$ cat src/rtl/alu_arbiter_seq.sv
`default_nettype none
// ============================================================================
// Module   : alu_arbiter_seq
// Brief    : Round-robin arbiter sequencing two requesters onto one external
//            4-bit adder with operand mux; settles, samples and returns flags.
// Revision : 1.0 - initial release
// ============================================================================
module alu_arbiter_seq #(
    parameter int SETTLE_CYCLES = 2
) (
    input  logic       clk,
    input  logic       rst_n,
    input  logic [1:0] req_valid,
    output logic [1:0] req_ready,
    input  logic [1:0] req0_op,
    input  logic [1:0] req1_op,
    input  logic [3:0] req0_a,
    input  logic [3:0] req0_b,
    input  logic [3:0] req1_a,
    input  logic [3:0] req1_b,
    output logic [1:0] rsp_valid,
    output logic [3:0] rsp_sum,
    output logic       rsp_carry,
    output logic       rsp_zero,
    output logic       rsp_ovf,
    output logic [3:0] alu_x,
    output logic [3:0] alu_y,
    output logic       alu_s1,
    output logic       alu_s0,
    output logic       alu_cin,
    input  logic [3:0] alu_sum,
    input  logic       alu_cout
);

    localparam logic [1:0] c_IDLE    = 2'd0;
    localparam logic [1:0] c_DRIVE   = 2'd1;
    localparam logic [1:0] c_CAPTURE = 2'd2;

    localparam logic [3:0] c_SETTLE_LOAD = 4'(SETTLE_CYCLES - 1);

    logic [1:0] state_q, state_d;
    logic [3:0] cnt_q, cnt_d;
    logic       prio_q, prio_d;
    logic       gnt_q, gnt_d;
    logic [1:0] op_q, op_d;
    logic [3:0] a_q, a_d;
    logic [3:0] b_q, b_d;
    logic [1:0] rsp_valid_q, rsp_valid_d;
    logic [3:0] rsp_sum_q, rsp_sum_d;
    logic       rsp_carry_q, rsp_carry_d;
    logic       rsp_zero_q, rsp_zero_d;
    logic       rsp_ovf_q, rsp_ovf_d;
    logic [3:0] alu_x_q, alu_x_d;
    logic [3:0] alu_y_q, alu_y_d;
    logic       alu_s1_q, alu_s1_d;
    logic       alu_s0_q, alu_s0_d;
    logic       alu_cin_q, alu_cin_d;

    logic       w_pick;
    logic       w_accept;
    logic [3:0] w_y_eff;

    // Contention goes to the pointer; a lone requester wins regardless.
    always_comb begin
        w_pick = prio_q;
        if (req_valid == 2'b10) begin
            w_pick = 1'b1;
        end else if (req_valid == 2'b01) begin
            w_pick = 1'b0;
        end
    end

    assign req_ready = (state_q == c_IDLE) ? (w_pick ? 2'b10 : 2'b01) : 2'b00;
    assign w_accept  = |(req_valid & req_ready);

    always_comb begin
        w_y_eff = b_q;
        case (op_q)
            2'b00:   w_y_eff = b_q;
            2'b01:   w_y_eff = ~b_q;
            2'b10:   w_y_eff = 4'h0;
            default: w_y_eff = 4'hF;
        endcase
    end

    always_comb begin
        state_d     = state_q;
        cnt_d       = cnt_q;
        prio_d      = prio_q;
        gnt_d       = gnt_q;
        op_d        = op_q;
        a_d         = a_q;
        b_d         = b_q;
        rsp_valid_d = 2'b00;
        rsp_sum_d   = rsp_sum_q;
        rsp_carry_d = rsp_carry_q;
        rsp_zero_d  = rsp_zero_q;
        rsp_ovf_d   = rsp_ovf_q;

        case (state_q)
            c_IDLE: begin
                if (w_accept) begin
                    state_d = c_DRIVE;
                    gnt_d   = w_pick;
                    prio_d  = ~w_pick;
                    op_d    = w_pick ? req1_op : req0_op;
                    a_d     = w_pick ? req1_a  : req0_a;
                    b_d     = w_pick ? req1_b  : req0_b;
                    cnt_d   = c_SETTLE_LOAD;
                end
            end
            c_DRIVE: begin
                if (cnt_q == 4'd0) begin
                    state_d     = c_CAPTURE;
                    rsp_sum_d   = alu_sum;
                    rsp_carry_d = alu_cout;
                    rsp_zero_d  = (alu_sum == 4'h0);
                    rsp_ovf_d   = (a_q[3] == w_y_eff[3]) && (alu_sum[3] != a_q[3]);
                end else begin
                    cnt_d = cnt_q - 4'd1;
                end
            end
            c_CAPTURE: begin
                state_d     = c_IDLE;
                rsp_valid_d = gnt_q ? 2'b10 : 2'b01;
            end
            default: begin
                state_d = c_IDLE;
            end
        endcase
    end

    // Adder controls are registered off the next state so they track DRIVE exactly.
    always_comb begin
        alu_x_d   = 4'h0;
        alu_y_d   = 4'h0;
        alu_s1_d  = 1'b0;
        alu_s0_d  = 1'b0;
        alu_cin_d = 1'b0;
        if (state_d == c_DRIVE) begin
            alu_x_d   = a_d;
            alu_y_d   = b_d;
            alu_s1_d  = op_d[1];
            alu_s0_d  = op_d[0];
            alu_cin_d = op_d[1] ^ op_d[0];
        end
    end

    always_ff @(posedge clk or negedge rst_n) begin
        if (!rst_n) begin
            state_q     <= c_IDLE;
            cnt_q       <= 4'd0;
            prio_q      <= 1'b0;
            gnt_q       <= 1'b0;
            op_q        <= 2'b00;
            a_q         <= 4'h0;
            b_q         <= 4'h0;
            rsp_valid_q <= 2'b00;
            rsp_sum_q   <= 4'h0;
            rsp_carry_q <= 1'b0;
            rsp_zero_q  <= 1'b0;
            rsp_ovf_q   <= 1'b0;
            alu_x_q     <= 4'h0;
            alu_y_q     <= 4'h0;
            alu_s1_q    <= 1'b0;
            alu_s0_q    <= 1'b0;
            alu_cin_q   <= 1'b0;
        end else begin
            state_q     <= state_d;
            cnt_q       <= cnt_d;
            prio_q      <= prio_d;
            gnt_q       <= gnt_d;
            op_q        <= op_d;
            a_q         <= a_d;
            b_q         <= b_d;
            rsp_valid_q <= rsp_valid_d;
            rsp_sum_q   <= rsp_sum_d;
            rsp_carry_q <= rsp_carry_d;
            rsp_zero_q  <= rsp_zero_d;
            rsp_ovf_q   <= rsp_ovf_d;
            alu_x_q     <= alu_x_d;
            alu_y_q     <= alu_y_d;
            alu_s1_q    <= alu_s1_d;
            alu_s0_q    <= alu_s0_d;
            alu_cin_q   <= alu_cin_d;
        end
    end

    assign rsp_valid = rsp_valid_q;
    assign rsp_sum   = rsp_sum_q;
    assign rsp_carry = rsp_carry_q;
    assign rsp_zero  = rsp_zero_q;
    assign rsp_ovf   = rsp_ovf_q;
    assign alu_x     = alu_x_q;
    assign alu_y     = alu_y_q;
    assign alu_s1    = alu_s1_q;
    assign alu_s0    = alu_s0_q;
    assign alu_cin   = alu_cin_q;

endmodule
`default_nettype wire

$ cat config.mk
export PLATFORM = sky130hd
export DESIGN_NAME = alu_arbiter_seq
export DESIGN_NICKNAME = d
export VERILOG_FILES = /design/src/rtl/alu_arbiter_seq.sv
export SDC_FILE = /design/constraint.sdc
export NUM_CORES = 1
export LEC_CHECK = 0
export CAP_MARGIN = 10
export CORE_AREA = 3 3 49 85
export CTS_BUF_LIST = sky130_fd_sc_hd__clkbuf_8
export DETAILED_ROUTE_END_ITERATION = 7
export DIE_AREA = 0 0 52 88
export PLACE_DENSITY = 0.77
export SYNTH_ARGS = -nofsm -noshare
export SYNTH_HDL_FRONTEND = slang
export SYNTH_SLANG_ARGS = --single-unit
$ cat constraint.sdc
create_clock -name clk -period 2 [get_ports clk]
set_clock_uncertainty 0.05 [all_clocks]
set_input_delay 0.2 -clock clk [delete_from_list [all_inputs] [get_ports clk]]
set_output_delay 0.2 -clock clk [all_outputs]
set_load 0.05 [all_outputs]
==> flow_summary.json, run 1 <==
{
  "status": "complete, no violations",
  "finalHoldViolations": 0,
  "core_area_sq_um": 3590,
  "overflow": 0,
  "numCtsBuffers": 5,
  "layout_worst_path_cycle_share_pct": 85.6,
  "period_needed_ns": 1.71,
  "grt_max_degree": 39,
  "synthTopCellsByArea": "dfrtp_1 (56%), a21o_1 (9.3%), mux2i_1 (5.9%)",
  "cap_viol_max_count": 0,
  "drtIter0Drc": 13,
  "hold_path_class": "primary input to flop",
  "cts.clk_slew.worst_paths_ns": 0.07,
  "antenna_found_initial": 0,
  "crit_type": "primary input to primary output",
  "design.die.area_sq_um": 4580,
  "min-delay-start": "alu_cout",
  "cp-start-kind": "primary input",
  "grt_pass1_vias": 1328,
  "rsz0062_at_grt": "false",
  "power_density_nw_per_um2": 1740,
  "fin_nets": 232,
  "cts_setup_buffers": 0,
  "ios": 51,
  "grt_pass1_wl_mm": 6.04,
  "synth-seq-area-share_pct": 56.2,
  "nFillCells": 279,
  "cts_tree": "done",
  "end_kind": "primary output",
  "clock-sinks": 38,
  "worst_path_max_delay_cell": "clkdlybuf4s50_1",
  "dieHeight_um": 88,
  "r2r_end": "rsp_sum[3]",
  "die_w_um": 52,
  "synth.net_count": 174,
  "ys_seq_elements": 38,
  "slew_headroom_pct": 43.7,
  "syn_inst": 144,
  "synth_area_leader_cell": "dfrtp_1",
  "cp_max_fo": 6,
  "hold_buffers": 1,
  "maxSlewViolCount": 0,
  "critPathTopFamily": "buffers and inverters",
  "diodes": 0,
  "regToRegSetupSlack_ns": 0.38,
  "final_layout_size_suffix_gt1_share_pct": 15.8,
  "ir_drop_mv": 1.07,
  "start_util_pct": 47.1,
  "p_leak_uw": 0.00119,
  "required_ns": 1.75,
  "syn_area_sq_um": 1690,
  "routedWlPerCell_um": 14.0,
  "crit_chain": "clkdlybuf4s50_1, o21ai_4, and2_1, buf_12",
  "clk_root_buffer_cell": "clkbuf_8",
  "synth.distinct_cells": 34,
  "firstDrtPassIters": 4,
  "setup_violations": 0,
  "ys_warn_count": 0,
  "grt_usage_pct": 17.7,
  "htree_levels": 2,
  "synth_top_cell_area_share_pct": 56.2,
  "fmax_mhz": 584,
  "fin_tns_setup_ns": 0,
  "rows": 29,
  "drcViolationCount": 0,
  "r2r_cells": 5,
  "port_buffers": 50,
  "holdPathStages": 3,
  "finalPower_uw": 4150,
  "fin_hold_ws_ns": 0.397,
  "gp_congestion": 0.754,
  "drt_wl_total_mm": 3.48,
  "tightest_slew_ns": 0.844,
  "clk_latency_ns": 0.28,
  "clock_tree.buffer_depth": 2,
  "reg2reg_from": "cnt_q[0]",
  "area_growth_pct": 40.8,
  "critPathMaxStageDelay_ns": 0.53,
  "worstPathArrival_ns": 1.46,
  "post_cts_resized": 0,
  "routed_via_density": 5.04,
  "hpwl_mm": 2.69,
  "crit_buf_inv": 2,
  "ant_nets": 0,
  "min_to": "rsp_carry",
  "via_count": 1254,
  "syn_avg_cell_area_sq_um": 11.7
}
metal layers:
metal / vias up / GRT usage [%] / routed length (um)
met5: - / 0 / 0
met4: 0 / 7.16 / 73
met3: 8 / 4.94 / 260
met2: 52 / 31.4 / 1800
met1: 592 / 19.2 / 1340
li1: 602 / - / -
synthesized netlist by cell type:
cell type / number
nand2_2: 1
mux2_2: 1
nor2b_4: 1
nor2b_1: 2
and2b_2: 1
xor2_1: 2
o21ai_4: 1
a31oi_1: 2
buf_4: 1
o21a_1: 1
mux2i_1: 10
a21o_1: 21
o21ai_0: 3
or4_1: 1
nor2_1: 7
buf_2: 1
nor3_1: 2
nand2_1: 18
o21ai_1: 1
ha_1: 1
xnor2_1: 2
nor3b_4: 1
nor3b_1: 2
nand3_1: 1
nand2b_4: 1
nor4_4: 1
a21oi_1: 5
nor2_4: 1
and2_1: 1
nor2_2: 7
buf_6: 2
and3b_1: 1
dfrtp_1: 38
inv_1: 3
report_power, final:
group / internal (uW) / leakage [uW] / switching, uW
sequential: 1110 / 0.000476 / 233
clock: 273 / 0.0000524 / 247
combinational: 939 / 0.000660 / 1340
placed cells by master, fill, tap and decap left out, types with 2 or more instances in the layout:
| master | synthesis | layout |
|---|---|---|
| a21o_1 | 21 | 21 |
| a21oi_1 | 5 | 5 |
| a31oi_1 | 2 | 2 |
| buf_12 | 0 | 3 |
| buf_4 | 1 | 3 |
| clkbuf_8 | 0 | 6 |
| clkdlybuf4s50_1 | 0 | 47 |
| dfrtp_1 | 38 | 38 |
| inv_1 | 3 | 4 |
| mux2i_1 | 10 | 10 |
| nand2_1 | 18 | 18 |
| nor2_1 | 7 | 7 |
| nor2_2 | 7 | 7 |
| nor2b_1 | 2 | 2 |
| nor3b_1 | 2 | 2 |
| o21ai_0 | 3 | 3 |
| xnor2_1 | 2 | 2 |
| xor2_1 | 2 | 2 |
state kept, by name, indices dropped and copies added, names as in the netlist:
register / cells
alu_cin: 1
rsp_valid: 2
rsp_ovf: 1
alu_x: 4
b_q: 4
alu_s1: 1
alu_y: 4
rsp_carry: 1
alu_s0: 1
a_q: 4
cnt_q: 4
gnt_q: 1
state_q: 2
prio_q: 1
rsp_zero: 1
rsp_sum: 4
op_q: 2
worst max-delay path by stage:
stage	end	depth (start not counted)	start	slack (ns)
final	req_ready[1]	4	req_valid[0]	0.29
after global routing	req_ready[1]	4	req_valid[0]	0.22
after CTS	req_ready[1]	4	req_valid[0]	0.27
after detailed placement	alu_y[2]	6	req_valid[0]	0.10
after floorplan	req_ready[0]	4	prio_q	0.39
after global placement	alu_y[1]	6	req_valid[0]	0.17
kinds of logic (layout without fill, tap and decap cells):
family / after synthesis / count (layout) / share of synthesized area [%]
fa+ha+maj: 1 / 1 / 0.740
compound gates: 34 / 34 / 14.1
flops: 38 / 38 / 56.2
simple gates: 49 / 49 / 17.5
mux: 11 / 11 / 6.58
buf+inv: 7 / 66 / 2.74
xor+xnor: 4 / 4 / 2.07
cell type report:
cell class | instances | area (sq um) | area share (%)
flip-flops and latches | 38 | 951 | 39.9
well taps | 46 | 57.6 | 2.42
repair buffers | 55 | 568 | 23.8
inverters | 3 | 11.3 | 0.473
multi-input cells | 99 | 703 | 29.5
clock inverters | 2 | 8.76 | 0.368
clock buffers | 6 | 82.6 | 3.47
stage by stage:
| step | instance area [sq um] | util (%) | cells | setup slack, ns |
|---|---|---|---|---|
| global route | 2380 | 66.3 | 249 | 0.223 |
| finish | 2380 | 66.3 | 249 | 0.289 |
| detailed placement | 2280 | 63.5 | 240 | 0.103 |
| floorplan | 1700 | - | 144 | 0.389 |
| CTS | 2380 | 66.3 | 249 | 0.271 |
| global placement | 2280 | 63.5 | 240 | 0.174 |
worst register-to-register path, delay by kind of cell, from the launching register on:
family,cells,cell delay [ns]
DFF,1,0.43
adders and majority gates,1,0.16
buffers and inverters,1,0.08
and+or+nand+nor,2,0.48
muxes,1,0.31
No activity file was read; power rests on OpenSTA's default activity.
==> run 2: changes to the inputs <==
--- a/config.mk
+++ b/config.mk
@@ -6,11 +6,11 @@
 export NUM_CORES = 1
 export LEC_CHECK = 0
 export CAP_MARGIN = 10
-export CORE_AREA = 3 3 49 85
+export CORE_AREA = 3 3 51 88
 export CTS_BUF_LIST = sky130_fd_sc_hd__clkbuf_8
 export DETAILED_ROUTE_END_ITERATION = 7
-export DIE_AREA = 0 0 52 88
-export PLACE_DENSITY = 0.77
+export DIE_AREA = 0 0 54 91
+export PLACE_DENSITY = 0.72
 export SYNTH_ARGS = -nofsm -noshare
 export SYNTH_HDL_FRONTEND = slang
 export SYNTH_SLANG_ARGS = --single-unit
==> flow_summary.json, run 2 (synthesized netlist as in run 1, its figures left out) <==
{
  "multi_input_area_sq_um": 703,
  "p_sw_share_pct": 43.2,
  "crit_chain": "clkdlybuf4s50_1, nor2_2, o21ai_4, buf_4, and2_1, buf_12",
  "rsz0062_at_grt": "false",
  "finalHoldViolations": 0,
  "clock-sinks": 38,
  "diodes": 0,
  "fin_nets": 233,
  "grt_max_degree": 39,
  "grt_pass1_vias": 1323,
  "routed_via_density": 5.11,
  "layout_setup_ws_ns": 0.150,
  "cts.clk_slew.worst_paths_ns": 0.07,
  "final_common_cell": "clkdlybuf4s50_1",
  "nFillCells": 335,
  "critPathMaxStageDelay_ns": 0.60,
  "routedWlPerCell_um": 14.0,
  "power_density_nw_per_um2": 1760,
  "combPwrFrac_pct": 53.5,
  "drtIter0Drc": 16,
  "start_util_pct": 43.8,
  "clockPowerShare_pct": 14.4,
  "setup_violations": 0,
  "place_ws_ns": 0.0942,
  "fin_tns_setup_ns": 0,
  "antenna_found_initial": 0,
  "port_buffers": 50,
  "cp_max_fo": 6,
  "clock_tree.buffer_depth": 2,
  "fmax_mhz": 541,
  "numCtsBuffers": 5,
  "gp_congestion": 0.751,
  "internal-power_uw": 2390,
  "worstPathArrival_ns": 1.60,
  "status": "complete, no violations",
  "r2r_end": "cnt_q[2]",
  "cap_viol_max_count": 0,
  "regToRegSetupSlack_ns": 0.26,
  "period_needed_ns": 1.85,
  "critical_path.endpoint": "req_ready[1]",
  "worst_path_max_delay_cell": "clkdlybuf4s50_1",
  "maxSlewViolCount": 0,
  "crit_type": "primary input to primary output",
  "startpoint": "req_valid[1]",
  "area_growth_pct": 41.6,
  "required_ns": 1.75,
  "final_cells": 252,
  "final_layout_size_suffix_gt1_share_pct": 15.7,
  "tightest_slew_ns": 0.829,
  "drcViolationCount": 0,
  "grt_usage_pct": 15.7,
  "via_count": 1288,
  "clk_root_buffer_cell": "clkbuf_8",
  "rows": 30,
  "slew_headroom_pct": 44.7,
  "cts_tree": "done",
  "place_inst": 243,
  "grt_pass1_wl_mm": 5.87,
  "p_switching_uw": 1820,
  "ios": 51,
  "ir_drop_mv": 0.965,
  "final_cell_mix": "clkdlybuf4s50_1 (47), dfrtp_1 (38), a21o_1 (21)",
  "overflow": 0,
  "cp-start-kind": "primary input",
  "p_seq_share_pct": 32.1,
  "ant_nets": 0,
  "design.die.area_sq_um": 4910,
  "hpwl_mm": 2.74,
  "drt_wl_total_mm": 3.54,
  "end_kind": "primary output",
  "r2r_cells": 7,
  "p_leak_uw": 0.00120,
  "clk_latency_ns": 0.28,
  "hold_path_class": "primary input to flop",
  "firstDrtPassIters": 4,
  "holdPathStages": 3,
  "core_area_sq_um": 3870,
  "htree_levels": 2,
  "dieHeight_um": 91,
  "layout_worst_path_cycle_share_pct": 92.5,
  "reg2reg_from": "cnt_q[0]",
  "regArea_sq_um": 951,
  "die_w_um": 54
}
## run 2: area by class of cell
class                   instances  share of cell area, %
flip-flops and latches         38                   39.7
well taps                      48                   2.51
inverters                       3                  0.470
clock inverters                 3                   1.57
clock buffers                   5                   2.87
multi-input cells              99                   29.4
repair buffers                 56                   23.5
## run 2: per-layer routing
| layer | track usage [%] | wire, um | up-vias |
|---|---|---|---|
| li1 | - | - | 607 |
| met1 | 17.4 | 1340 | 610 |
| met2 | 27.8 | 1830 | 63 |
| met3 | 4.60 | 317 | 8 |
| met4 | 4.37 | 48 | 0 |
| met5 | 0 | 0 | - |
## run 2: critical path, delay by kind of cell
kind | cells | cell delay [ns]
AO/OA/AOI/OAI | 1 | 0.21
AND/OR/NAND/NOR | 2 | 0.27
buffers and inverters | 3 | 0.92
## run 2: timing repair
action	CTS	global route
hold buffers	1	0
endpoints found under the setup margin	0	0
hold endpoints to repair	36	0
setup buffers	0	0
resized for setup	0	0
## run 2: how the worst min path moves through the flow
stage | startpoint | endpoint | slack, ns
6_report | alu_cout | rsp_carry | 0.41
5_1_grt | alu_cout | rsp_carry | 0.41
4_1_cts | alu_cout | rsp_carry | 0.40
3_5_place_dp | rst_n | rsp_valid[0] | 0.29
3_3_place_gp | rst_n | b_q[1] | 0.28
2_1_floorplan | rst_n | a_q[0] | -0.15
## run 2: power by group through the flow
| stage | logic (uW) | registers [uW] | clock network, uW |
|---|---|---|---|
| after CTS | 2290 | 1360 | 623 |
| after global placement | 2220 | 1350 | 0 |
| after floorplan | 1030 | 1900 | 0 |
| final | 2260 | 1350 | 607 |
| after global routing | 2430 | 1390 | 654 |
| after detailed placement | 2280 | 1370 | 0 |
## run 2: through the flow
step | instance area, sq um | hold WS (ns) | utilization, % | power [uW]
after CTS | 2390 | 0.404 | 61.9 | 4270
after global routing | 2390 | 0.412 | 61.9 | 4480
after floorplan | 1700 | -0.146 | - | 2940
after detailed placement | 2280 | 0.294 | 58.9 | 3650
final | 2390 | 0.406 | 61.9 | 4220
after global placement | 2280 | 0.281 | 58.9 | 3570
